<file path="config.mk">
export PLATFORM = sky130hd
export DESIGN_NAME = pwm_deadtime_flat
export DESIGN_NICKNAME = d
export VERILOG_FILES = /design/src/rtl/pwm_pkg.sv /design/src/rtl/pwm_deadtime_if.sv /design/src/rtl/dt_counter.sv /design/src/rtl/pwm_deadtime.sv /design/src/flat_wrapper.sv
export SDC_FILE = /design/constraint.sdc
export NUM_CORES = 1
export LEC_CHECK = 0
export CORE_ASPECT_RATIO = 0.75
export CORE_MARGIN = 2
export CORE_UTILIZATION = 55
export DETAILED_ROUTE_END_ITERATION = 6
export PLACE_DENSITY = 0.83
export RECOVER_POWER = 100
export SLEW_MARGIN = 0
export SYNTH_ARGS = -nofsm -noshare
export SYNTH_HDL_FRONTEND = slang
export SYNTH_HIERARCHICAL = 1
export SYNTH_SLANG_ARGS = --single-unit
</file>
<file path="constraint.sdc">
create_clock -name clk -period 7.35 [get_ports clk]
set_clock_uncertainty 0.2 [all_clocks]
set_input_delay 1.47 -clock clk [delete_from_list [all_inputs] [get_ports clk]]
set_output_delay 1.47 -clock clk [all_outputs]
set_load 0.005 [all_outputs]
</file>
<file path="src/rtl/pwm_pkg.sv">
// ============================================================================
//  Module   : pwm_pkg
//  Purpose  : Shared types and defaults for the PWM generator / dead-time path
//  Revision : 1.0  initial release
// ============================================================================
`default_nettype none

package pwm_pkg;

  // Bridge-leg states: both off, dead interval, high side on, low side on
  typedef enum logic [1:0] {
    ST_OFF  = 2'd0,
    ST_DEAD = 2'd1,
    ST_HI   = 2'd2,
    ST_LO   = 2'd3
  } state_t;

  // Shortest dead interval ever allowed; must be at least 1 so that a
  // dead interval always expires
  localparam int DT_MIN_DEFAULT = 1;

  // Duty width shared with triangular_pwm
  localparam int DUTY_WIDTH = 8;

endpackage

`default_nettype wire

</file>
<file path="src/rtl/pwm_deadtime_if.sv">
// ============================================================================
//  Module   : pwm_deadtime_if
//  Purpose  : Command/gate bundle between a PWM controller and one bridge leg
//  Revision : 1.0  initial release
// ============================================================================
`default_nettype none

interface pwm_deadtime_if #(
  parameter int DT_WIDTH = 8
);
  logic                pwm_in;
  logic                enable;
  logic [DT_WIDTH-1:0] dead_time;
  logic                fault;
  logic                clear_fault;
  logic                gate_hi;
  logic                gate_lo;
  logic                dt_active;
  logic                fault_latched;

  // Controller side: issues commands, observes gate state
  modport master (
    output pwm_in, enable, dead_time, fault, clear_fault,
    input  gate_hi, gate_lo, dt_active, fault_latched
  );

  // Dead-time block side
  modport slave (
    input  pwm_in, enable, dead_time, fault, clear_fault,
    output gate_hi, gate_lo, dt_active, fault_latched
  );
endinterface

`default_nettype wire

</file>
<file path="src/rtl/dt_counter.sv">
// ============================================================================
//  Module   : dt_counter
//  Purpose  : Loadable down-counter timing one dead interval; expired is high
//             while the final cycle of the interval is being counted
//  Revision : 1.0  initial release
// ============================================================================
`default_nettype none

module dt_counter #(
  parameter int WIDTH = 8
) (
  input  wire logic             clk,
  input  wire logic             rst,
  input  wire logic             load,
  input  wire logic [WIDTH-1:0] load_value,
  input  wire logic             dec,
  output logic      [WIDTH-1:0] value,
  output logic                  expired
);

  // Load takes priority; decrement saturates at zero
  always_ff @(posedge clk or negedge rst) begin
    if (!rst) begin
      value <= '0;
    end else if (load) begin
      value <= load_value;
    end else if (dec && (value != '0)) begin
      value <= value - WIDTH'(1);
    end
  end

  assign expired = (value == WIDTH'(1));

endmodule

`default_nettype wire

</file>
<file path="src/rtl/pwm_deadtime.sv">
// ============================================================================
//  Module   : pwm_deadtime
//  Purpose  : Complementary half-bridge gate drive with programmable dead
//             time, enable and latched fault shutdown
//  Revision : 1.0  initial release
// ============================================================================
`default_nettype none

module pwm_deadtime
  import pwm_pkg::*;
#(
  parameter int DT_WIDTH = 8,
  parameter int DT_MIN   = DT_MIN_DEFAULT
) (
  input  wire logic     clk,
  input  wire logic     rst,
  pwm_deadtime_if.slave bus
);

  localparam logic [DT_WIDTH-1:0] DT_MIN_V = DT_WIDTH'(DT_MIN);

  state_t              state;
  logic                pwm_q;
  logic                fault_latched;
  logic                gate_hi;
  logic                gate_lo;
  logic                dt_active;
  logic [DT_WIDTH-1:0] dt_eff;
  logic [DT_WIDTH-1:0] cnt_value;
  logic                cnt_expired;
  logic                go_dead;
  logic                run_ok;

  // Short dead_time requests are raised to the minimum interval
  assign dt_eff  = (bus.dead_time < DT_MIN_V) ? DT_MIN_V : bus.dead_time;

  // Normal switching only when no fault input and the bridge is enabled
  assign run_ok  = !bus.fault && bus.enable;

  // Conditions that open a dead interval (start-up or commanded level change)
  assign go_dead = run_ok &&
                   (((state == ST_OFF) && !fault_latched) ||
                    ((state == ST_HI)  && !pwm_q) ||
                    ((state == ST_LO)  &&  pwm_q));

  dt_counter #(
    .WIDTH (DT_WIDTH)
  ) u_dt_counter (
    .clk        (clk),
    .rst        (rst),
    .load       (go_dead),
    .load_value (dt_eff),
    .dec        (state == ST_DEAD),
    .value      (cnt_value),
    .expired    (cnt_expired)
  );

  // Synchronise the PWM command; the FSM only ever looks at pwm_q
  always_ff @(posedge clk or negedge rst) begin
    if (!rst) pwm_q <= 1'b0;
    else      pwm_q <= bus.pwm_in;
  end

  // Sticky fault flag; a fault asserted together with clear wins
  always_ff @(posedge clk or negedge rst) begin
    if (!rst)                 fault_latched <= 1'b0;
    else if (bus.fault)       fault_latched <= 1'b1;
    else if (bus.clear_fault) fault_latched <= 1'b0;
  end

  // Leg FSM with registered gate outputs; at most one gate set per branch
  always_ff @(posedge clk or negedge rst) begin
    if (!rst) begin
      state     <= ST_OFF;
      gate_hi   <= 1'b0;
      gate_lo   <= 1'b0;
      dt_active <= 1'b0;
    end else if (!run_ok) begin
      state     <= ST_OFF;
      gate_hi   <= 1'b0;
      gate_lo   <= 1'b0;
      dt_active <= 1'b0;
    end else begin
      case (state)
        ST_OFF, ST_HI, ST_LO: begin
          if (go_dead) begin
            state     <= ST_DEAD;
            gate_hi   <= 1'b0;
            gate_lo   <= 1'b0;
            dt_active <= 1'b1;
          end
        end
        ST_DEAD: begin
          // Level resolved at expiry, so pulses shorter than D vanish
          if (cnt_expired) begin
            state     <= pwm_q ? ST_HI : ST_LO;
            gate_hi   <= pwm_q;
            gate_lo   <= !pwm_q;
            dt_active <= 1'b0;
          end
        end
        default: begin
          state     <= ST_OFF;
          gate_hi   <= 1'b0;
          gate_lo   <= 1'b0;
          dt_active <= 1'b0;
        end
      endcase
    end
  end

  assign bus.gate_hi       = gate_hi;
  assign bus.gate_lo       = gate_lo;
  assign bus.dt_active     = dt_active;
  assign bus.fault_latched = fault_latched;

endmodule

`default_nettype wire
</file>
<file path="src/flat_wrapper.sv">
// flat-port wrapper written by rule: the top's interface ports become plain ports
module pwm_deadtime_flat import pwm_pkg::*;
#(
  parameter int DT_WIDTH = 8,
  parameter int DT_MIN   = DT_MIN_DEFAULT
)
  (clk, rst, bus_pwm_in, bus_enable, bus_dead_time, bus_fault, bus_clear_fault, bus_gate_hi, bus_gate_lo, bus_dt_active, bus_fault_latched);
  pwm_deadtime_if #(.DT_WIDTH(DT_WIDTH)) bus_i ();
  input  wire logic clk;
  input  wire logic rst;
  input wire logic [$bits(bus_i.pwm_in)-1:0] bus_pwm_in;
  input wire logic [$bits(bus_i.enable)-1:0] bus_enable;
  input wire logic [$bits(bus_i.dead_time)-1:0] bus_dead_time;
  input wire logic [$bits(bus_i.fault)-1:0] bus_fault;
  input wire logic [$bits(bus_i.clear_fault)-1:0] bus_clear_fault;
  output wire logic [$bits(bus_i.gate_hi)-1:0] bus_gate_hi;
  output wire logic [$bits(bus_i.gate_lo)-1:0] bus_gate_lo;
  output wire logic [$bits(bus_i.dt_active)-1:0] bus_dt_active;
  output wire logic [$bits(bus_i.fault_latched)-1:0] bus_fault_latched;
  assign bus_i.pwm_in = bus_pwm_in;
  assign bus_i.enable = bus_enable;
  assign bus_i.dead_time = bus_dead_time;
  assign bus_i.fault = bus_fault;
  assign bus_i.clear_fault = bus_clear_fault;
  assign bus_gate_hi = bus_i.gate_hi;
  assign bus_gate_lo = bus_i.gate_lo;
  assign bus_dt_active = bus_i.dt_active;
  assign bus_fault_latched = bus_i.fault_latched;
  pwm_deadtime #(.DT_WIDTH(DT_WIDTH), .DT_MIN(DT_MIN)) u_core (.clk(clk), .rst(rst), .bus(bus_i));
endmodule
</file>
==> results by group <==
Power and ir drop
  • Worst vdd ir: about 0.18 mV
  • Switching Power: roughly 90 µW
  • Seq pwr share: 50.8%
  • Part of the power in combinational logic: between 20 and 30%
  • Power density over the cells: about 210 nW/µm²
  • Leak Pwr: about 0.46 nW
  • Sw frac: 36.4%
  • Clock power share: between 10% and 20%
  • Internal: ~160 µW

Detailed routing
  • Vias per cell: 6.34
  • Routed wire length: about 2300 µm
  • ANT nets after route: 0
  • DR iter-0 viols: 23
  • Pre-antenna DRT Iters: 4
  • Vias: slightly above 900
  • WL/cell: between 15 and 20 µm
  • DRC viols: 0

Worst setup path
  • WP data arrival: a little under 4 ns
  • Slowest-stage cell, CP: a211oi_1
  • Setup crit start kind: primary input
  • Crit path required time: between 7 and 8 ns
  • Worst r2r dst: u_core/u_dt_counter/value[0]$_DFFE_PN0P_
  • Worst path bufs/invs: 2
  • Delay-heaviest family, CP: compound AO/OA/AOI/OAI gates
  • Reg2reg setup slack: 4.26 ns
  • Crit path cell chain: dlygate4sd3_1 -> nand2b_1 -> a211oi_1 -> inv_1 -> o2111ai_1 -> o211ai_1
  • Crit-path max FO: 11
  • Largest stage delay on the critical path: 0.95 ns
  • FF-to-FF path depth: 6
  • Reg2reg start: u_core/state[1]$_DFFE_PN0P_
  • Worst Setup End Kind: flop
  • WS Path Type: in -> reg

Finish
  • NumNets Final: 139
  • Layout cells sized above 1: 9.92%
  • Number of antenna diodes: 0
  • Area Overhead vs Synth: 14.9%
  • Fin cells: 143

CTS
  • CTS root buf: clkbuf_4
  • Setup Buffers After CTS: 0
  • H-tree depth: 1
  • Worst skew pair latency: ~0.29 ns
  • Hold-fix buffers, CTS: 0
  • CTS tree: built
  • Worst-path clk slew: roughly 0.09 ns
  • TritonCTS buffer count: 3
  • Post-cts sizing count: 0
  • Longest Clk Path Bufs: 2
  • CTS sink count: 15

Worst hold path
  • HP Start: u_core/bus.fault_latched$_DFFE_PN0P_
  • Min-delay worst type: reg -> reg
  • Hold Path Sink: u_core/bus.fault_latched$_DFFE_PN0P_
  • Hold Crit Depth: 1

Flow run
  • Maxcap violations: 0

Logic synthesis
  • Post-synth top area share: 36.5%
  • Async set or reset register ratio after synthesis: 100%
  • Synth warn: 6
  • Synth top area cells: dfrtp_1, nand2_1, clkbuf_1, ha_1, o211ai_1
  • Syn Inst Count: roughly 110
  • Ys flop type: dfrtp_1
  • Cell area after synthesis: between 1000 and 1500 µm²
  • Synth cell types: 42
  • Yosys reg bits: 15
  • Area leader, netlist: dfrtp_1
  • Post-Syn Nets: 130
  • Avg Cell Area, Syn: ~9 µm²
  • Register area share after synthesis: around 36%
  • Number of enable flip-flop cells after synthesis: 0

Global routing
  • Remaining Overflow, GRT: 0
  • GRT Resource Usage Total: 24.7%
  • Number of global-route vias before repair: 860
  • Initial antenna violation count: 0
  • First-pass GRT wire length: about 4000 µm
  • Largest net degree at the start of global routing: 16

Die
  • Die Y: around 41 µm
  • Initial core utilization: 59.2%
  • Die Wd: about 54 µm
  • Core Footprint: about 1700 µm²
  • Die area: roughly 2200 µm²
  • Boundary pin count: 18
  • Cell Rows: 13

STA
  • Max-slew headroom: between 10% and 20%
  • Worst-Margin Slew: approximately 1.2 ns
  • Setup violations, final: 0
  • Setup TNS: 0 ns
  • Final hold vios: 0
  • Min Tclk post-route: around 4.0 ns
  • Final worst path period share: a little over half
  • RSZ-0062 raised after global routing: no
  • Pins Over Slew Limit: 0
  • Fmax: 252 MHz

Placed design
  • Placed cells: around 140
  • Port buffer count: 17
  • Gpl congestion: between 0.8 and 0.9
  • Post-DP HPWL: 1720 µm

Run status
  • Status: finished clean
-- power groups by stage --
stage                     clock network [mW]  logic, mW  registers, mW
after CTS                             0.0501     0.0744          0.124
after detailed placement                   0     0.0734          0.126
after floorplan                            0     0.0563          0.118
after global placement                     0     0.0705          0.125
final                                 0.0476     0.0738          0.125
after global routing                  0.0528     0.0840          0.131
-- worst max-delay path by stage --
stage / start / endpoint / slack [ns] / cells past startpoint
after global routing: bus_fault / u_core/u_dt_counter/value[0]$_DFFE_PN0P_ / 3.19 / 6
final: bus_fault / u_core/u_dt_counter/value[0]$_DFFE_PN0P_ / 3.38 / 6
after floorplan: bus_fault / u_core/u_dt_counter/value[1]$_DFFE_PN0P_ / 4.63 / 6
after global placement: bus_fault / u_core/u_dt_counter/value[0]$_DFFE_PN0P_ / 3.84 / 6
after CTS: bus_fault / u_core/u_dt_counter/value[0]$_DFFE_PN0P_ / 4.03 / 6
after detailed placement: bus_fault / u_core/u_dt_counter/value[0]$_DFFE_PN0P_ / 3.72 / 6
-- layer usage --
layer	vias up	routed length, µm	global-route usage [%]
met2	44	950	33.7
met3	7	235	8.99
li1	441	-	-
met5	-	0	0
met4	0	48	8.21
met1	415	1050	35.9
-- synth_stat cells (2+ instances only) --
master    instances
a31oi_1           4
nand2_1          13
inv_1             5
nor3b_1           2
a21oi_1           4
a2111o_1          3
nand4b_1          2
nor3_1            3
nor4_1            2
clkbuf_1         10
o21ai_0           4
ha_1              3
nor2_1            4
dfrtp_1          15
buf_6             2
or4b_2            2
mux2i_1           3
o211ai_1          5
or4_1             3
a21o_1            2
-- area by class of cell --
class	count	area, µm²
sequential	15	375
fill	134	557
clock buffer	4	26.3
tap	22	27.5
multi-input combinational	80	566
inverter	5	18.8
timing repair buffer	17	170
-- cells in the final DEF, fill, tap and decap left out, drive strengths merged, types with 2 or more instances in the layout --
cell and instances:
nor4 2, ha 3, or4 3, nor2b 2
inv 5, a2111o 3, nand4b 2, a211oi 2
a31oi 4, or4b 2, a21o 2, o211ai 5
o21ai 4, nor2 4, mux2i 3, a21oi 4
nor3 3, clkbuf 4, nor3b 2, nand2 13
dlygate4sd3 8, clkdlybuf4s50 9, dfrtp 15
-- kinds of logic after synthesis --
| logic type | after synthesis | share of synthesized area [%] |
|---|---|---|
| AO/OA/AOI/OAI | 29 | 20.8 |
| adder cells (fa/ha/maj) | 3 | 3.65 |
| buffers and inverters | 18 | 8.14 |
| flip-flops | 15 | 36.5 |
| multiplexers | 4 | 4.37 |
| AND/OR/NAND/NOR | 44 | 26.6 |
-- flip-flops by register name (all words and copies together), names as in the netlist --
| signal | count |
|---|---|
| u_core/u_dt_counter/value | 8 |
| u_core/bus.gate_hi | 1 |
| u_core/bus.gate_lo | 1 |
| u_core/state | 2 |
| u_core/pwm_q | 1 |
| u_core/bus.fault_latched | 1 |
| u_core/bus.dt_active | 1 |
-- metrics by stage --
| stage | utilization (%) | hold slack (ns) | total power [mW] | area, µm² | setup slack [ns] |
|---|---|---|---|---|---|
| floorplan | - | 0.298 | 0.174 | 1030 | 4.63 |
| global placement | 66.8 | 0.311 | 0.196 | 1160 | 3.84 |
| detailed placement | 66.8 | 0.317 | 0.200 | 1160 | 3.72 |
| CTS | 68.3 | 0.343 | 0.249 | 1190 | 4.03 |
| global route | 68.0 | 0.367 | 0.267 | 1180 | 3.19 |
| finish | 68.0 | 0.322 | 0.247 | 1180 | 3.38 |
Power figures use the tool's default switching activity.
